### src/rtl/booth_mult_32_pkg.sv
// booth_mult_32_pkg
//   Shared definitions for the radix-2 Booth multiplier: the FSM state
//   encoding, the operand width, the number of Booth steps, and the width of
//   the step counter.
package booth_mult_32_pkg;

    localparam int unsigned WIDTH = 32;
    localparam int unsigned STEPS = 32;
    localparam int unsigned CNT_W = 6;

    typedef enum logic [1:0] {
        IDLE = 2'd0,
        RUN  = 2'd1,
        DONE = 2'd2
    } state_t;

endpackage

### src/rtl/booth_mult_32_cla.sv
// cla_32
//   32-bit adder made of four 8-bit carry-lookahead blocks. Each block
//   produces a group generate/propagate pair, and a second lookahead level
//   derives the block carry-ins from those pairs.
//   Ports:
//     sum  [31:0] out  A + B + cin (low 32 bits)
//     cout        out  carry out of bit 31
//     A    [31:0] in   first addend
//     B    [31:0] in   second addend
//     cin         in   carry in
module cla_32 (
    output logic [31:0] sum,
    output logic        cout,
    input  logic [31:0] A,
    input  logic [31:0] B,
    input  logic        cin
);

    logic [31:0] g;
    logic [31:0] p;
    logic [3:0]  bg;
    logic [3:0]  bp;
    logic [4:0]  bc;

    assign g = A & B;
    assign p = A ^ B;

    // Group generate/propagate for each 8-bit block.
    always_comb begin
        logic gk;
        logic pk;
        bg = '0;
        bp = '0;
        for (int unsigned k = 0; k < 4; k++) begin
            gk = 1'b0;
            pk = 1'b1;
            for (int unsigned i = 0; i < 8; i++) begin
                gk = g[8*k+i] | (p[8*k+i] & gk);
                pk = pk & p[8*k+i];
            end
            bg[k] = gk;
            bp[k] = pk;
        end
    end

    // Second-level lookahead: block carry-ins straight from group terms.
    assign bc[0] = cin;
    assign bc[1] = bg[0] | (bp[0] & cin);
    assign bc[2] = bg[1] | (bp[1] & bg[0]) | (bp[1] & bp[0] & cin);
    assign bc[3] = bg[2] | (bp[2] & bg[1]) | (bp[2] & bp[1] & bg[0])
                 | (bp[2] & bp[1] & bp[0] & cin);
    assign bc[4] = bg[3] | (bp[3] & bg[2]) | (bp[3] & bp[2] & bg[1])
                 | (bp[3] & bp[2] & bp[1] & bg[0])
                 | (bp[3] & bp[2] & bp[1] & bp[0] & cin);

    assign cout = bc[4];

    always_comb begin
        logic c;
        sum = '0;
        c   = 1'b0;
        for (int unsigned k = 0; k < 4; k++) begin
            c = bc[k];
            for (int unsigned i = 0; i < 8; i++) begin
                sum[8*k+i] = p[8*k+i] ^ c;
                c = g[8*k+i] | (p[8*k+i] & c);
            end
        end
    end

endmodule

### src/rtl/booth_mult_32.sv
// booth_mult_32
//   Sequential radix-2 Booth multiplier. A start pulse loads the operands.
//   The multiplier then performs 32 add/subtract-and-shift steps on a 65-bit
//   {HI, LO, q} register. On the following edge it latches the low product
//   word and the overflow flag, and it pulses data_resultRDY for one cycle.
//   Ports:
//     clock                 in   rising-edge clock
//     reset_n               in   asynchronous active-low reset
//     ctrl_MULT             in   start pulse (ignored while busy)
//     data_operandA  [31:0] in   signed multiplicand
//     data_operandB  [31:0] in   signed multiplier
//     data_result    [31:0] out  low 32 bits of the product, held
//     data_exception        out  product does not fit in 32-bit signed
//     data_resultRDY        out  one-cycle valid pulse (DONE state)
//     busy                  out  high while the RUN state is active
module booth_mult_32 #(
    parameter int unsigned WIDTH = booth_mult_32_pkg::WIDTH
) (
    input  logic             clock,
    input  logic             reset_n,
    input  logic             ctrl_MULT,
    input  logic [WIDTH-1:0] data_operandA,
    input  logic [WIDTH-1:0] data_operandB,
    output logic [WIDTH-1:0] data_result,
    output logic             data_exception,
    output logic             data_resultRDY,
    output logic             busy
);

    import booth_mult_32_pkg::*;

    state_t           state;
    logic [WIDTH-1:0] hi;
    logic [WIDTH-1:0] lo;
    logic             q;
    logic [WIDTH-1:0] m;
    logic [CNT_W-1:0] cnt;

    logic             do_add;
    logic             do_sub;
    logic [WIDTH-1:0] add_b;
    logic [WIDTH-1:0] sum;
    logic             unused_cout;
    logic [WIDTH-1:0] acc;
    logic             acc_sign;
    logic [WIDTH-1:0] hi_next;
    logic [WIDTH-1:0] lo_next;

    // {LO[0], q}: 01 -> add M, 10 -> subtract M, 00/11 -> no change.
    assign do_add = lo[0] ^ q;
    assign do_sub = lo[0] & ~q;
    assign add_b  = do_sub ? ~m : m;

    cla_32 u_cla (
        .sum  (sum),
        .cout (unused_cout),
        .A    (hi),
        .B    (add_b),
        .cin  (do_sub)
    );

    // The 32-bit sum can overflow (for example, 0 - 0x80000000). The bit
    // shifted into HI[31] must be the sign of the true 33-bit sum, so it is
    // the result sign corrected by the signed-overflow condition.
    always_comb begin
        acc      = hi;
        acc_sign = hi[WIDTH-1];
        if (do_add) begin
            acc = sum;
            if ((hi[WIDTH-1] == add_b[WIDTH-1]) && (sum[WIDTH-1] != hi[WIDTH-1]))
                acc_sign = ~sum[WIDTH-1];
            else
                acc_sign = sum[WIDTH-1];
        end
        hi_next = {acc_sign, acc[WIDTH-1:1]};
        lo_next = {acc[0], lo[WIDTH-1:1]};
    end

    always_ff @(posedge clock or negedge reset_n) begin
        if (!reset_n) begin
            state          <= IDLE;
            hi             <= '0;
            lo             <= '0;
            q              <= 1'b0;
            m              <= '0;
            cnt            <= '0;
            data_result    <= '0;
            data_exception <= 1'b0;
            data_resultRDY <= 1'b0;
            busy           <= 1'b0;
        end else begin
            data_resultRDY <= 1'b0;
            case (state)
                IDLE, DONE: begin
                    if (ctrl_MULT) begin
                        state <= RUN;
                        busy  <= 1'b1;
                        hi    <= '0;
                        lo    <= data_operandB;
                        q     <= 1'b0;
                        m     <= data_operandA;
                        cnt   <= '0;
                    end else begin
                        state <= IDLE;
                    end
                end
                RUN: begin
                    // After the last Booth step, one more edge latches the
                    // result and enters DONE.
                    if (cnt == CNT_W'(STEPS)) begin
                        state          <= DONE;
                        busy           <= 1'b0;
                        data_resultRDY <= 1'b1;
                        data_result    <= lo;
                        data_exception <= (hi != {WIDTH{lo[WIDTH-1]}});
                    end else begin
                        hi  <= hi_next;
                        lo  <= lo_next;
                        q   <= lo[0];
                        cnt <= cnt + CNT_W'(1);
                    end
                end
                default: begin
                    state <= IDLE;
                    busy  <= 1'b0;
                end
            endcase
        end
    end

endmodule

### config.mk
export PLATFORM = sky130hd
export DESIGN_NAME = booth_mult_32
export DESIGN_NICKNAME = d
export VERILOG_FILES = /design/src/rtl/booth_mult_32_pkg.sv /design/src/rtl/booth_mult_32_cla.sv /design/src/rtl/booth_mult_32.sv
export SDC_FILE = /design/constraint.sdc
export NUM_CORES = 1
export LEC_CHECK = 0
export CORE_MARGIN = 2
export CORE_UTILIZATION = 50
export CTS_CLUSTER_DIAMETER = 150
export DETAILED_ROUTE_END_ITERATION = 12
export PLACE_DENSITY = 0.82
export SLEW_MARGIN = 20
export SYNTH_ARGS = -nofsm -noshare
export SYNTH_HDL_FRONTEND = slang
export SYNTH_SLANG_ARGS = --single-unit
### constraint.sdc
create_clock -name clock -period 7.6 [get_ports clock]
set_input_delay 1.14 -clock clock [delete_from_list [all_inputs] [get_ports clock]]
set_output_delay 1.14 -clock clock [all_outputs]
set_load 0.05 [all_outputs]
==> results of run 1 <==
state kept, by name, indices dropped and copies added (netlist names):
name and cells:
hi 32, data_result 32, data_exception 1, lo 32
m 32, busy 1, state 2, data_resultRDY 1
cnt 6, q 1
power breakdown:
part / internal (uW) / leakage [uW] / total, uW / switching, uW
clock network: 503 / 0.000288 / 825 / 322
registers: 1090 / 0.00177 / 1440 / 347
logic: 1100 / 0.00230 / 2470 / 1360
worst paths after layout:
path,start,end,slack [ps],cells after the start
worst max-delay path,q,hi[31],870,18
min in group asynchronous,reset_n,data_result[25],710,1
worst min register to register,m[30],m[30],490,2
max in group asynchronous,reset_n,cnt[1],5550,2
worst max register to register,q,hi[31],870,18
worst min-delay path,m[30],m[30],490,2
Yosys cell counts, types with 6 or more instances:
cell type / count
nor2_1: 17
a21oi_1: 11
nand2_1: 184
mux2i_1: 41
fa_1: 27
nand4_1: 9
nor4_1: 7
o31ai_1: 32
dfrtp_1: 140
a22oi_1: 17
xor2_1: 36
xnor2_1: 6
ha_1: 27
o21ai_0: 24
clkbuf_1: 12
buf_2: 18
mux2_2: 33
inv_1: 8
nor3_1: 7
stage by stage:
stage               instance area, um2   util  total power [uW]
floorplan                         7550      -              3270
global placement                  8620  0.589              3770
detailed placement                8620  0.589              3910
CTS                               9210  0.629              4770
global route                      9210  0.629              5170
finish                            9210  0.629              4730
final cells by class:
cell class / count / area [um2]
Clock buffer: 20 / 457
Multi-Input combinational cell: 518 / 3810
Clock inverter: 12 / 134
Timing Repair Buffer: 106 / 1050
Fill cell: 1181 / 5430
Sequential cell: 140 / 3500
Tap cell: 184 / 230
Inverter: 8 / 30.0
critical path, delay by kind of cell (launching register included):
kind | cells | cell delay, ps
fa+ha+maj | 10 | 4520
compound gates | 5 | 1120
flops | 1 | 350
xor+xnor | 1 | 320
simple gates | 1 | 210
buf+inv | 1 | 70
logic make-up (layout without fill, tap and decap cells):
kind of cell / Yosys count / count (layout) / synth area share
buf+inv: 49 / 146 / 0.0332
compound gates: 101 / 101 / 0.0920
flops: 140 / 140 / 0.464
xor+xnor: 42 / 42 / 0.0487
mux: 74 / 74 / 0.104
simple gates: 246 / 246 / 0.140
fa+ha+maj: 55 / 55 / 0.118
metal layers:
metal,wire length [um],vias to the layer above,GRT usage
met4,275,0,0.0911
li1,-,2604,-
met3,518,20,0.0388
met1,7040,2697,0.281
met5,0,-,0
met2,8170,93,0.358
placed cells by master, fill, tap and decap left out, types with 6 or more instances in the layout:
| cell | Yosys | final |
|---|---|---|
| o31ai_1 | 32 | 32 |
| a22oi_1 | 17 | 17 |
| clkbuf_16 | 0 | 17 |
| a21oi_1 | 11 | 11 |
| nand2_1 | 184 | 184 |
| clkdlybuf4s50_1 | 0 | 100 |
| xor2_1 | 36 | 36 |
| ha_1 | 27 | 26 |
| fa_1 | 27 | 27 |
| o21ai_0 | 24 | 24 |
| xnor2_1 | 6 | 6 |
| nor4_1 | 7 | 7 |
| nor3_1 | 7 | 7 |
| mux2_2 | 33 | 33 |
| dfrtp_1 | 140 | 140 |
| nand4_1 | 9 | 9 |
| nor2_1 | 17 | 17 |
| mux2i_1 | 41 | 41 |
| inv_1 | 8 | 8 |
==> metrics, run 1 <==
Gates resized, CTS repair=0; Worst path most repeated cell=fa_1; Final ANT Viol Nets=0; final std cells w/o fill=988; largest net degree at the start of global routing=102; routed len/inst=16.2 um; Post-route DRC=0; startpoint types=flop; H-Tree Depth=4; worst-path fanout max=34; Arr. time, crit path=7050 ps; part of the cycle the worst path needs=0.886; area leader, netlist=dfrtp_1; static leakage=0.00436 uW; EDFF count, synth=0; critical path required time=7920 ps; Main synth FF type=dfrtp_1; Post-CTS Setup Bufs=0; GPL Wtd Cong=0.815; Async SR Flop Fraction=1.00; Syn Nets=828; status=finished, final reports clean; cell area power density=514 mW/mm2; max-capacitance violation count=0; GRT Util Overall=0.216; Worst Skew=8.19 ps; #FFs+latches synth=140; # nets final=912; dpl cells=956; vias per cell=5.48; hold crit path type=reg2reg; WHS=495 ps; final HPWL from detailed placement=10.6 mm; sequential area share after synthesis=0.464; Slew Limit Fails=0; final wirelength=16.0 mm; FMAX=0.148 GHz; Crit-path slowest cell=ha_2; Antenna Cells=0; Crit. End Element=flop; share of layout cells above drive strength 1=0.0983; Slew HR=0.308; Peak VDD IR=0.000260 V; Synth Area per Inst=10.7 um2; distinct cell type count after synthesis=48; chip width=127 um; first-pass GRT wire length=27.8 mm; number of placement rows=44; Initial Util=0.515; Clock transition at path regs=60 ps; critical path, cell by cell=inv_1, ha_2, xor2_1, ha_1, and4_1, a211o_1, o221ai_1, o311ai_2, o221a_1, fa_1, fa_1, fa_1, fa_1, fa_1, fa_1, fa_1, maj3_1, o31ai_1; CTS root buf=clkbuf_16; routed via count=5,414; core footprint=0.0146 mm2; number of CTS-inserted buffers=17; Synth top area share=0.464; RSZ-0062 raised after global routing=false; Final setup violation count=0; Worst path max stage delay=850 ps; Die ar.=0.0161 mm2; worst skew pair latency=420 ps; GRT overflow=0; num ports=102; Hold Vio Cnt, Final=0; first-pass detailed-route iteration total=4; Sum Neg Setup Slack=0 ps; CTS tree=yes; die height=127 um; Setup CP Type=reg2reg; Synth-to-Final Area Change=22.1%; clk buf depth=2; Synth area leaders=dfrtp_1, nand2_1, fa_1, mux2i_1, mux2_2; slack of the critical path=865 ps; IO Port Bufs=101; Yosys warning total=0; CTS Hold Bufs=0; Final min period=6730 ps; Gate Count Post-Synth=707; Setup WS pre-CTS=870 ps; Mapped Area=0.00755 mm2; Sink Count=140; antenna violations before repair=0; initial drt markers=382; Slew @ Worst Pin=1040 ps; number of global-route vias before repair=5,667
Note: power is estimated with default switching activity, not from simulation.
==> run 2, diff against run 1 <==
--- a/config.mk
+++ b/config.mk
@@ -9,6 +9,7 @@
 export CORE_UTILIZATION = 50
 export CTS_CLUSTER_DIAMETER = 150
 export DETAILED_ROUTE_END_ITERATION = 12
+export GPL_ROUTABILITY_DRIVEN = 0
 export PLACE_DENSITY = 0.82
 export SLEW_MARGIN = 20
 export SYNTH_ARGS = -nofsm -noshare
==> results of run 2 <==
Same layout as run 1: the final DEF is identical, and so are final timing and power.
